`config.mk`:
```
export PLATFORM = sky130hd
export DESIGN_NAME = fifo_wr_arb
export DESIGN_NICKNAME = d
export VERILOG_FILES = /design/src/rtl/fifo_wr_arb_pkg.sv /design/src/rtl/rr_arbiter.sv /design/src/rtl/fifo_wr_arb.sv
export SDC_FILE = /design/constraint.sdc
export NUM_CORES = 1
export LEC_CHECK = 0
export CAP_MARGIN = 5
export CELL_PAD_IN_SITES_DETAIL_PLACEMENT = 0
export CELL_PAD_IN_SITES_GLOBAL_PLACEMENT = 1
export CORE_MARGIN = 1
export CORE_UTILIZATION = 23
export CTS_BUF_LIST = sky130_fd_sc_hd__clkbuf_16
export CTS_CLUSTER_DIAMETER = 80
export CTS_CLUSTER_SIZE = 8
export DETAILED_ROUTE_END_ITERATION = 7
export PLACE_DENSITY = 0.83
export SETUP_SLACK_MARGIN = 0.3
export SYNTH_ARGS = -nofsm -noshare
export SYNTH_HDL_FRONTEND = slang
export SYNTH_SLANG_ARGS = --single-unit
```
`constraint.sdc`:
```
create_clock -name clk -period 2 [get_ports clk]
set_input_delay 0.4 -clock clk [delete_from_list [all_inputs] [get_ports clk]]
set_output_delay 0.4 -clock clk [all_outputs]
set_load 0.01 [all_outputs]
```
`src/rtl/fifo_wr_arb_pkg.sv`:
```
// Shared types and helpers for the fifo_wr_arb write arbiter.
// Holds the packet-lock state enum and the round-robin pick function.
package fifo_wr_arb_pkg;

    // Widest supported requester count and its index width.
    localparam int MAX_N  = 16;
    localparam int MAX_TW = 4;

    typedef enum logic {
        IDLE = 1'b0,
        LOCK = 1'b1
    } arb_state_t;

    typedef struct packed {
        logic              found;
        logic [MAX_TW-1:0] idx;
    } pick_t;

    // First set bit of valid, searching from ptr upward and wrapping n-1 -> 0.
    function automatic pick_t rr_pick(input logic [MAX_N-1:0]  valid,
                                      input logic [MAX_TW-1:0] ptr,
                                      input int                n);
        pick_t             r;
        int                pos;
        logic [MAX_TW-1:0] pos_idx;
        r = '0;
        for (int k = 0; k < MAX_N; k++) begin
            pos     = (int'(ptr) + k) % n;
            pos_idx = pos[MAX_TW-1:0];
            if ((k < n) && !r.found && valid[pos_idx]) begin
                r.found = 1'b1;
                r.idx   = pos_idx;
            end
        end
        return r;
    endfunction

endpackage

```
`src/rtl/rr_arbiter.sv`:
```
// Round-robin priority rotate with its registered search pointer.
// The pointer moves to grant+1 (mod N) only when upd is asserted.
module rr_arbiter
    import fifo_wr_arb_pkg::*;
#(
    parameter  int N  = 4,
    localparam int TW = $clog2(N)
) (
    input  logic          clk,
    input  logic          rst,
    input  logic [N-1:0]  valid,
    input  logic          upd,
    output logic [TW-1:0] grant,
    output logic          found
);

    logic [TW-1:0]     rr_reg;
    logic [MAX_N-1:0]  valid_w;
    logic [MAX_TW-1:0] ptr_w;
    pick_t             pick;

    // Widen to the package function's fixed width and search from rr_reg.
    always_comb begin
        valid_w          = '0;
        valid_w[N-1:0]   = valid;
        ptr_w            = '0;
        ptr_w[TW-1:0]    = rr_reg;
        pick             = rr_pick(valid_w, ptr_w, N);
        grant            = pick.idx[TW-1:0];
        found            = pick.found;
    end

    // Pointer register: restart at requester 0, advance past the winner.
    always_ff @(posedge clk) begin
        if (rst) begin
            rr_reg <= '0;
        end else if (upd) begin
            if (grant == TW'(N - 1))
                rr_reg <= '0;
            else
                rr_reg <= grant + 1'b1;
        end
    end

endmodule

```
`src/rtl/fifo_wr_arb.sv`:
```
// Round-robin write arbiter feeding one FIFO write port from N producers.
// A one-word output stage registers {tag, data} and drains when not full.
// Optional packet lock: define FIFO_WR_ARB_LOCK_EN to keep a grant on one
// requester until it presents s_last.
module fifo_wr_arb
    import fifo_wr_arb_pkg::*;
#(
    parameter  int N  = 4,
    parameter  int B  = 16,
    localparam int TW = $clog2(N)
) (
    input  logic            clk,
    input  logic            rst,
    input  logic [N-1:0]    s_valid,
    output logic [N-1:0]    s_ready,
    input  logic [N*B-1:0]  s_data,
    input  logic [N-1:0]    s_last,
    output logic            fifo_wr_en,
    output logic [TW+B-1:0] fifo_din,
    input  logic            fifo_full,
    output logic            busy
);

    logic          ov_reg;
    logic [B-1:0]  od_reg;
    logic [TW-1:0] ot_reg;
    logic          ld;
    logic          accept;
    logic          locked;
    logic          rr_upd;
    logic          found;
    logic [TW-1:0] grant;
    logic [N-1:0]  valid_m;

    assign fifo_wr_en = ov_reg & ~fifo_full;
    assign fifo_din   = {ot_reg, od_reg};
    // Stage can take a word when empty or when its word leaves this cycle.
    assign ld         = ~ov_reg | fifo_wr_en;
    assign accept     = ld & found & ~rst;
    assign busy       = ov_reg | locked;

    genvar gi;
    generate
        for (gi = 0; gi < N; gi++) begin : g_ready
            assign s_ready[gi] = accept & (grant == TW'(gi));
        end
    endgenerate

    rr_arbiter #(.N(N)) u_rr (
        .clk   (clk),
        .rst   (rst),
        .valid (valid_m),
        .upd   (rr_upd),
        .grant (grant),
        .found (found)
    );

`ifdef FIFO_WR_ARB_LOCK_EN
    arb_state_t    state_reg, state_next;
    logic [TW-1:0] lock_idx_reg, lock_idx_next;

    // While locked, only the owning requester is visible to the arbiter.
    generate
        for (gi = 0; gi < N; gi++) begin : g_mask
            assign valid_m[gi] = s_valid[gi] &
                                 ((state_reg == IDLE) | (lock_idx_reg == TW'(gi)));
        end
    endgenerate

    assign locked = (state_reg == LOCK);

    // Lock state register.
    always_ff @(posedge clk) begin
        if (rst) begin
            state_reg    <= IDLE;
            lock_idx_reg <= '0;
        end else begin
            state_reg    <= state_next;
            lock_idx_reg <= lock_idx_next;
        end
    end

    // Enter/stay locked on a non-final word; release and rotate on s_last.
    always_comb begin
        state_next    = state_reg;
        lock_idx_next = lock_idx_reg;
        rr_upd        = 1'b0;
        if (accept) begin
            if (s_last[grant]) begin
                state_next = IDLE;
                rr_upd     = 1'b1;
            end else begin
                state_next    = LOCK;
                lock_idx_next = grant;
            end
        end
    end
`else
    logic unused_last;
    assign unused_last = ^s_last;
    assign valid_m     = s_valid;
    assign locked      = 1'b0;
    assign rr_upd      = accept;
`endif

    // Output stage: load on accept, otherwise clear once the word drains.
    always_ff @(posedge clk) begin
        if (rst) begin
            ov_reg <= 1'b0;
            od_reg <= '0;
            ot_reg <= '0;
        end else if (accept) begin
            ov_reg <= 1'b1;
            od_reg <= s_data[int'(grant)*B +: B];
            ot_reg <= grant;
        end else begin
            ov_reg <= ov_reg & ~fifo_wr_en;
        end
    end

endmodule

```
# [After elaboration in Yosys (flattened, before gate mapping)]
# Index checks and enable logic that the tools add are counted.
[word_totals] register_bits=21 out_inout_bits=24 input_bits=75 wordCells=56
[classes] n_reduce_logical=10 n_eq_ne=3 shifts=1 addsub=4 magnitude_cmp=4 bitwise_logic=16 mux=14
[op_table] operator="64-bit by 7-bit variable part select with 16-bit output" count=1
[op_table] operator="5-bit two-way mux" count=4
[op_table] operator="4-bit by 5-bit < comparator with 1-bit output (second input constant)" count=3
[op_table] operator="1-bit binary-select mux with 3-bit select" count=3
[op_table] operator="1-bit bitwise AND" count=8
[op_table] operator="2-bit OR reduction" count=3
[op_table] operator="2-bit by 5-bit < comparator with 1-bit output (second input constant)" count=1
[op_table] operator="1-bit two-way mux" count=5
[op_table] operator="2-bit by 1-bit adder with 2-bit output (second input constant)" count=2
[op_table] operator="2-bit adder (second input constant)" count=2
[op_table] operator="2-bit == test (second input constant)" count=2
[op_table] operator="1-bit NOT" count=4
[op_table] operator="1-bit bitwise AND (first input constant)" count=3
[op_table] operator="1-bit logical AND" count=3
[op_table] operator="1-bit logical NOT" count=3
[op_table] operator="1-bit binary-select mux with 2-bit select" count=1
[op_table] operator="2-bit by 1-bit == test with 1-bit output (second input constant)" count=1
[op_table] operator="2-bit logical NOT" count=1
[op_table] operator="2-bit two-way mux" count=1
[op_table] operator="1-bit bitwise OR" count=1

# [Logic depth before layout (Yosys ltp)]
# Gate-level depths: netlist of the first run.
[depth] depth_word=16 mapped_depth=7 ltp_nobuf=5

# [Hierarchy]
# Synthesis of the first run repeated with hierarchy kept, for this count alone.
[unflattened] hier_cells=90 hier_area_um2=1177.4
[modules_own_cells] module="fifo_wr_arb" seq_area_each_um2=380.4 cells_each=71 n_inst=1 area_per_inst_um2=1021.0
[modules_own_cells] module="rr_arbiter" seq_area_each_um2=40.0 cells_each=19 n_inst=1 area_per_inst_um2=156.4

# [Worst setup path after synthesis of the first run]
# OpenSTA, ideal clock, no wires.
[synth_path] path_type="input -> output" startpoint="in s_valid[0]" endpoint="out s_ready[1]" t_arrival_ps=1539 n_path_buf=1 required_ps=1600 path_slack_ps=61 path_stages=5 cell_sequence="and2b_1 -> nor4_2 -> o21ai_2 -> buf_2 -> nor2_1"
[synth_between] elab_chain_cells=15 word_cells_on_any_way=22 cone_classes="eq/ne: 1; mux: 12; bitwise: 3; reduce/logical: 6"
[synth_lines] element="start: declaration" line="fifo_wr_arb.sv:14" source="input logic [N-1:0] s_valid,"
[synth_lines] element="1-bit binary-select mux with 2-bit select" line="fifo_wr_arb_pkg.sv:30" source="if ((k < n) && !r.found && valid[pos_idx]) begin"
[synth_lines] element="1-bit two-way mux (not written as such)" line="fifo_wr_arb_pkg.sv:30"
[synth_lines] element="5-bit two-way mux" line="fifo_wr_arb_pkg.sv:30"
[synth_lines] element="1-bit logical NOT" line="fifo_wr_arb_pkg.sv:30"
[synth_lines] element="1-bit logical AND" line="fifo_wr_arb_pkg.sv:30"
[synth_lines] element="5-bit two-way mux" line="fifo_wr_arb_pkg.sv:30"
[synth_lines] element="1-bit logical NOT" line="fifo_wr_arb_pkg.sv:30"
[synth_lines] element="1-bit logical AND" line="fifo_wr_arb_pkg.sv:30"
[synth_lines] element="5-bit two-way mux" line="fifo_wr_arb_pkg.sv:30"
[synth_lines] element="1-bit logical NOT" line="fifo_wr_arb_pkg.sv:30"
[synth_lines] element="1-bit logical AND" line="fifo_wr_arb_pkg.sv:30"
[synth_lines] element="5-bit two-way mux *" line="fifo_wr_arb_pkg.sv:30"
[synth_lines] element="1-bit bitwise AND (2 in a row)" line="fifo_wr_arb.sv:39" source="assign accept = ld & found & ~rst;"
[synth_lines] element="1-bit bitwise AND *" line="fifo_wr_arb.sv:45" source="assign s_ready[gi] = accept & (grant == TW'(gi));"
[synth_lines] element="end: declaration" line="fifo_wr_arb.sv:15" source="output logic [N-1:0] s_ready,"
# Every way passes the cells marked *; elsewhere a longest branch is shown, timed or not. The select of a mux whose other input is x is not followed.

# [Final worst setup path of the first run]
[layout_path] startpoint="reg u_rr.rr_reg[0]" endpoint="out s_ready[1]"
[layout_between] elab_chain_cells=16 word_cells_on_any_way=31 cone_classes="add/sub: 3; eq/ne: 1; mux: 12; bitwise: 6; reduce/logical: 9"
[layout_lines] element="start: declaration" line="rr_arbiter.sv:17" source="logic [TW-1:0] rr_reg;"
[layout_lines] element="start signal: assignment" line="rr_arbiter.sv:41" source="rr_reg <= grant + 1'b1;"
[layout_lines] element="2-bit by 1-bit adder with 2-bit output" line="fifo_wr_arb_pkg.sv:28" source="pos = (int'(ptr) + k) % n;"
[layout_lines] element="2-bit OR reduction (no source line)"
[layout_lines] element="1-bit bitwise AND (no source line)"
[layout_lines] element="1-bit binary-select mux with 3-bit select" line="fifo_wr_arb_pkg.sv:30"
[layout_lines] element="1-bit two-way mux (not written as such)" line="fifo_wr_arb_pkg.sv:30"
[layout_lines] element="1-bit logical AND" line="fifo_wr_arb_pkg.sv:30"
[layout_lines] element="5-bit two-way mux" line="fifo_wr_arb_pkg.sv:30"
[layout_lines] element="1-bit logical NOT" line="fifo_wr_arb_pkg.sv:30"
[layout_lines] element="1-bit logical AND" line="fifo_wr_arb_pkg.sv:30"
[layout_lines] element="5-bit two-way mux" line="fifo_wr_arb_pkg.sv:30"
[layout_lines] element="1-bit logical NOT" line="fifo_wr_arb_pkg.sv:30"
[layout_lines] element="1-bit logical AND" line="fifo_wr_arb_pkg.sv:30"
[layout_lines] element="5-bit two-way mux *" line="fifo_wr_arb_pkg.sv:30"
[layout_lines] element="1-bit bitwise AND (2 in a row)" line="fifo_wr_arb.sv:39"
[layout_lines] element="1-bit bitwise AND *" line="fifo_wr_arb.sv:45"
# Marked as above.

==> flow_summary_export.csv, run 1 <==
group,metric,value,unit
yosys,yosysWarnings,0,
setup_path,cp_slowest_cell,"dfxtp_2",
setup_path,critical_path_arrival,1.54,ns
clocking,clkTransAtPathRegs,0.06,ns
setup_path,cp-end-kind,"output port",
timing,fmax,0.517,GHz
detailed_routing,drcViolationCount,0,
timing,setup_viol_count_final,0,
setup_path,cp_data_required_time,1.60,ns
yosys,avgSynthCellArea,8.36,µm²
pwr,p_sw,0.000566,W
timing,whs,0.442,ns
setup_path,r2r_cells,10,
yosys,yosysSeqAreaShare,0.316,
detailed_routing,ant_nets,0,
placement,portBuffers,94,
pwr,power_density,655,nW/µm²
job,maxCapViolations,0,
detailed_routing,drt-vias-per-instance,4.67,
cells_and_area,layout-drive-gt1-share,0.269,
min_path,min_to,"ot_reg[0]",
cells_and_area,finalNetCount,359,
detailed_routing,wl_per_cell,14.3,µm
cells_and_area,largest_reg_flops,16,
pwr,seqPwrFrac,0.286,
pwr,p_int,0.00130,W
setup_path,critPathBufInv,2,
setup_path,worstSetupPathType,"flop to output port",
yosys,yosysUniqueCellTypes,28,
clocking,ctsHoldBuffers,0,
clocking,cts_buffers,3,
timing,finalHoldViolCount,0,
die,core,5540,µm²
placement,placedCellCount,340,
clocking,cts.sinks,21,
timing,maxSlewViolCount,0,
yosys,ys_ff_latch,21,
setup_path,r2r-end,"od_reg[6]",
placement,place_congestion,0.803,
cells_and_area,layout_common_cells,"clkdlybuf4s50_1, buf_4, nand2_1, dfxtp_1, mux2i_1",
detailed_routing,drt_iter0_drc,60,
die,rows,27,
setup_path,max_stage_delay,0.34,ns
cells_and_area,multi_input_area,1010,µm²
min_path,hold_depth,2,
timing,relSlewSlack,0.837,
clocking,clockBufferDepth,2,
clocking,cts_tree,"built",
cells_and_area,antenna_cells,0,
timing,finalClockSkew,0.00289,ns
setup_path,crit_chain,"and2b_2 > buf_4 > o21bai_4 > and2_4 > nor2_4 > buf_6",
pwr,swShare,0.303,
yosys,postSynthNetCount,234,
setup_path,r2r-start,"u_rr.rr_reg[0]",
setup_path,startpoint_type,"flop",
global_route,grt_overflow_total,0,
clocking,clk_latency,0.25,ns
setup_path,cp-startpoint,"u_rr.rr_reg[0]",
cells_and_area,instances_no_fill,355,
global_route,antenna_found_initial,0,
min_path,hold_start,"ot_reg[0]",
placement,place_ws,-0.752,ns
timing,fin_crit_sh,0.968,
setup_path,worstPathMaxFanout,4,
cells_and_area,postLayoutCoreUtil,0.515,
global_route,grt_max_degree,25,
timing,rsz0062_at_grt,"true",
yosys,syn_area,1330,µm²
global_route,grt_pass1_wl,7930,µm
die,die-area,6090,µm²
die,start_util,0.240,
cells_and_area,register_area,423,µm²
setup_path,critPathTopFamily,"simple AND/OR/NAND/NOR gates",
clocking,clockRootBuffer,"clkbuf_16",
die,die_height,78.0,µm
detailed_routing,firstDrtPassIters,4,
die,pin_count,99,
die,die_x,78.0,µm
min_path,hp-class,"flop to flop",
cells_and_area,syn2layout_area_growth,114,%
cells_and_area,final_common_cell,"clkdlybuf4s50_1",
pwr,combinationalPowerShare,0.487,
detailed_routing,routed-via-count,1658,
setup_path,rrSetupSlack,0.14,ns
global_route,grtUsageTotal,0.165,
timing,max_slew.worst_pin.slew,0.243,ns
timing,fin_ws,0.0642,ns
timing,min_period,1.94,ns
pwr,peakVddDrop,269,µV
cells_and_area,n_fill_cell,527,
clocking,htreeDepth,1,
global_route,first_global_vias,1633,
pwr,clkPwrFrac,0.228,
detailed_routing,wl,5080,µm
placement,hpwl,3620,µm
status,outcome,"finished, final reports clean",
pwr,p_leak,1.17,nW
yosys,synth_cells,159,
## repair_timing
item | CTS | global route
setup buffers | 6 | 4
endpoints found under the setup margin | 25 | 21
endpoints found under the hold margin | 0 | 0
gates cloned | 0 | 1
pin swaps | 10 | 10
resized for setup | 55 | 19
## cells in the mapped netlist
cell type	instances	share of area
nor2_1	8	0.023
nand3b_1	4	0.023
and2b_1	1	0.0056
nor2_4	1	0.0085
a21boi_0	12	0.068
o221ai_1	4	0.026
nor4_1	2	0.0094
dfxtp_1	21	0.32
clkbuf_1	6	0.017
nor4b_2	1	0.011
o21bai_2	1	0.0085
mux2i_1	20	0.15
o21ai_2	1	0.0066
o21ai_0	12	0.045
and2_1	1	0.0047
buf_2	2	0.0075
o211ai_1	12	0.068
a211o_1	1	0.0066
a21o_1	1	0.0056
nor2b_1	4	0.019
a21oi_1	3	0.011
and3_1	12	0.056
a211oi_1	1	0.0056
buf_4	1	0.0056
nor4_2	1	0.0094
buf_6	1	0.0085
xnor2_1	1	0.0066
nand2_1	24	0.068
## layer usage
layer | vias up | track usage | part of all wire
met5 | - | 0 | 0
met4 | 0 | 0.0370 | 0.0087
met3 | 7 | 0.0360 | 0.049
met2 | 54 | 0.299 | 0.53
met1 | 759 | 0.197 | 0.41
li1 | 838 | - | -
## stage by stage
step	setup TNS, ns	total power (W)	cell area, µm²
after global routing	0	0.00197	2850
after global placement	-9.64	0.00130	2570
after detailed placement	-10.30	0.00130	2570
final	0	0.00187	2850
after floorplan	0	0.000899	1410
after CTS	0	0.00179	2750
## power groups by stage
stage | sequential (W) | clock (W) | combinational [W]
after floorplan | 0.000566 | 0 | 0.000332
after global placement | 0.000538 | 0 | 0.000758
after detailed placement | 0.000539 | 0 | 0.000763
after CTS | 0.000533 | 0.000435 | 0.000823
after global routing | 0.000542 | 0.000451 | 0.000977
final | 0.000533 | 0.000426 | 0.000909
## tightest hold or removal path, stage by stage, from the launching register on
cell and delay [ns]:
dfxtp_1 0.31, nand2_1 0.05, nand2_1 0.04
## logic make-up after synthesis
logic type	after synthesis	synth area share
DFF	21	0.316
buffers and inverters	10	0.0386
AOI/OAI and AO/OA	48	0.251
xor gates and xnor gates	1	0.00659
and+or+nand+nor	59	0.237
muxes	20	0.151
## worst max path at each step
stage,slack (ns),end,depth (start not counted)
6_report,0.06,s_ready[1],6
5_1_grt,0.03,s_ready[2],8
3_3_place_gp,-0.73,s_ready[1],6
2_1_floorplan,0.21,s_ready[1],5
3_5_place_dp,-0.75,s_ready[1],7
4_1_cts,0.02,s_ready[2],8
## final cells by class
type,count,share of cell area
timing repair buffer,130,0.437
multi-input combinational,128,0.356
sequential,21,0.148
tap,72,0.0316
clock buffer,3,0.0263
clock inverter,1,0.00132
No activity file was read; power rests on OpenSTA's default activity.
==> run 2: changes to the inputs <==
SLEW_MARGIN = 20   (was not set)
==> results of run 2 <==
Same layout as run 1: the final DEF is identical, and so are final timing and power.
==> run 3: changes to the inputs <==
clock period = 1.85 ns   (was 2 ns; I/O delays follow)
==> flow_summary_export.csv, run 3 (synthesis gave the netlist of run 1 again) <==
group,metric,value,unit
die,die_height,78.0,µm
cells_and_area,antenna_cells,0,
timing,fin_ws,-0.0698,ns
cells_and_area,final_design_area_no_fill,2820,µm²
cells_and_area,layout-drive-gt1-share,0.254,
clocking,htreeDepth,1,
die,pin_count,99,
pwr,swShare,0.300,
global_route,first_global_vias,1662,
detailed_routing,drt_iter0_drc,22,
die,die_x,78.0,µm
pwr,clkPwrFrac,0.237,
timing,maxSlewViolCount,0,
status,failed_checks,"negative setup slack",
placement,portBuffers,94,
setup_path,cp-end-kind,"output port",
placement,hpwl,3560,µm
timing,setup_viol_count_final,4,
detailed_routing,wl_per_cell,13.2,µm
pwr,p_leak,1.20,nW
pwr,peakVddDrop,361,µV
detailed_routing,ant_nets,0,
timing,fin_crit_sh,1.04,
timing,whs,0.452,ns
setup_path,critical_path_arrival,1.55,ns
detailed_routing,wl,4660,µm
timing,min_period,1.92,ns
clocking,cts_buffers,3,
detailed_routing,routed-via-count,1629,
placement,place_area,2560,µm²
timing,rsz0062_at_grt,"true",
clocking,clk_latency,0.26,ns
pwr,power_density,702,nW/µm²
placement,place_ws,-0.806,ns
global_route,grt_pass1_wl,7590,µm
global_route,grt_max_degree,25,
pwr,p_sw,0.000595,W
placement,place_congestion,0.796,
die,rows,27,
cells_and_area,syn2layout_area_growth,112,%
job,maxCapViolations,0,
pwr,seqPwrFrac,0.286,
timing,max_slew.worst_pin.slew,0.262,ns
die,start_util,0.240,
detailed_routing,firstDrtPassIters,4,
timing,finalClockSkew,0.00193,ns
timing,tns,-0.224,ns
cells_and_area,final_common_cell,"clkdlybuf4s50_1",
global_route,grt_overflow_total,0,
clocking,clockBufferDepth,2,
cells_and_area,layout_common_cells,"clkdlybuf4s50_1, buf_4, nand2_1, dfxtp_1, mux2i_1",
timing,finalHoldViolCount,0,
setup_path,cp_data_required_time,1.48,ns
cells_and_area,largest_reg_flops,16,
clocking,clkTransAtPathRegs,0.06,ns
pwr,combinationalPowerShare,0.478,
die,core,5540,µm²
pwr,power,0.00198,W
detailed_routing,drt-vias-per-instance,4.63,
status,outcome,"complete, but fails checks",
cells_and_area,finalNetCount,356,
detailed_routing,drcViolationCount,0,
min_path,hp-class,"primary input to flop",
die,die-area,6090,µm²
setup_path,worstPathMaxFanout,3,
setup_path,worstSetupPathType,"flop to output port",
pwr,p_int,0.00139,W
clocking,clockRootBuffer,"clkbuf_16",
global_route,antenna_found_initial,0,
timing,relSlewSlack,0.824,
timing,fmax,0.521,GHz
clocking,cts_tree,"built",
setup_path,startpoint_type,"flop",
global_route,grtUsageTotal,0.159,
clocking,cts.sinks,21,
[run 3: changes by cell type in the layout (fill, tap and decap cells not counted), sizes merged]
cell	before	now
clkdlybuf4s50	84	80
clkinv	0	1
clkdlybuf4s15	0	2
inv	1	0
dlygate4sd2	2	1
buf	43	39
dlymetal6s2s	0	4
[run 3: worst paths after layout]
| path | start | to | slack (ns) | cells past startpoint |
|---|---|---|---|---|
| max | u_rr.rr_reg[0] | s_ready[2] | -0.07 | 7 |
| min | s_valid[0] | busy | 0.45 | 3 |
| max reg2reg | u_rr.rr_reg[0] | od_reg[3] | 0.08 | 8 |
| min reg2reg | ot_reg[0] | ot_reg[0] | 0.46 | 2 |
[run 3: per-stage QoR]
step	utilization	cells
after floorplan	-	159
after global placement	0.463	339
after global routing	0.510	352
after CTS	0.500	350
final	0.510	352
after detailed placement	0.463	339
[run 3: critical path, stage by stage (launching register included)]
cell	delay, ns
dfxtp_2	0.32
and2b_2	0.23
nor4_4	0.26
buf_4	0.17
nor2_4	0.04
nand2_2	0.08
nor2_1	0.05
buf_2	0.13
[run 3: power groups by stage]
| stage | logic (W) | clock network [W] | registers [W] |
|---|---|---|---|
| 2_1_floorplan | 0.000359 | 0 | 0.000612 |
| 3_3_place_gp | 0.000823 | 0 | 0.000575 |
| 3_5_place_dp | 0.000833 | 0 | 0.000576 |
| 4_1_cts | 0.000930 | 0.000481 | 0.000567 |
| 5_1_grt | 0.00102 | 0.000504 | 0.000575 |
| 6_report | 0.000947 | 0.000469 | 0.000566 |
[run 3: final cells by class]
cell class / count / area (µm²)
Clock buffer: 3 / 75.1
Clock inverter: 1 / 5.00
Tap cell: 72 / 90.1
Multi-Input combinational cell: 128 / 1000
Sequential cell: 21 / 422
Timing Repair Buffer: 127 / 1230
Fill cell: 559 / 2720
[run 3: layer usage]
metal	part of all wire	GRT usage
met5	0	0
met4	0.0099	0.0444
met3	0.072	0.0407
met2	0.50	0.292
met1	0.42	0.178
[run 3: what timing repair did]
action	in CTS	in global routing
cloned	1	0
resized for setup	55	13
pin swaps	5	3
setup buffers	6	2
endpoints found under the setup margin	26	25
hold buffers	0	0
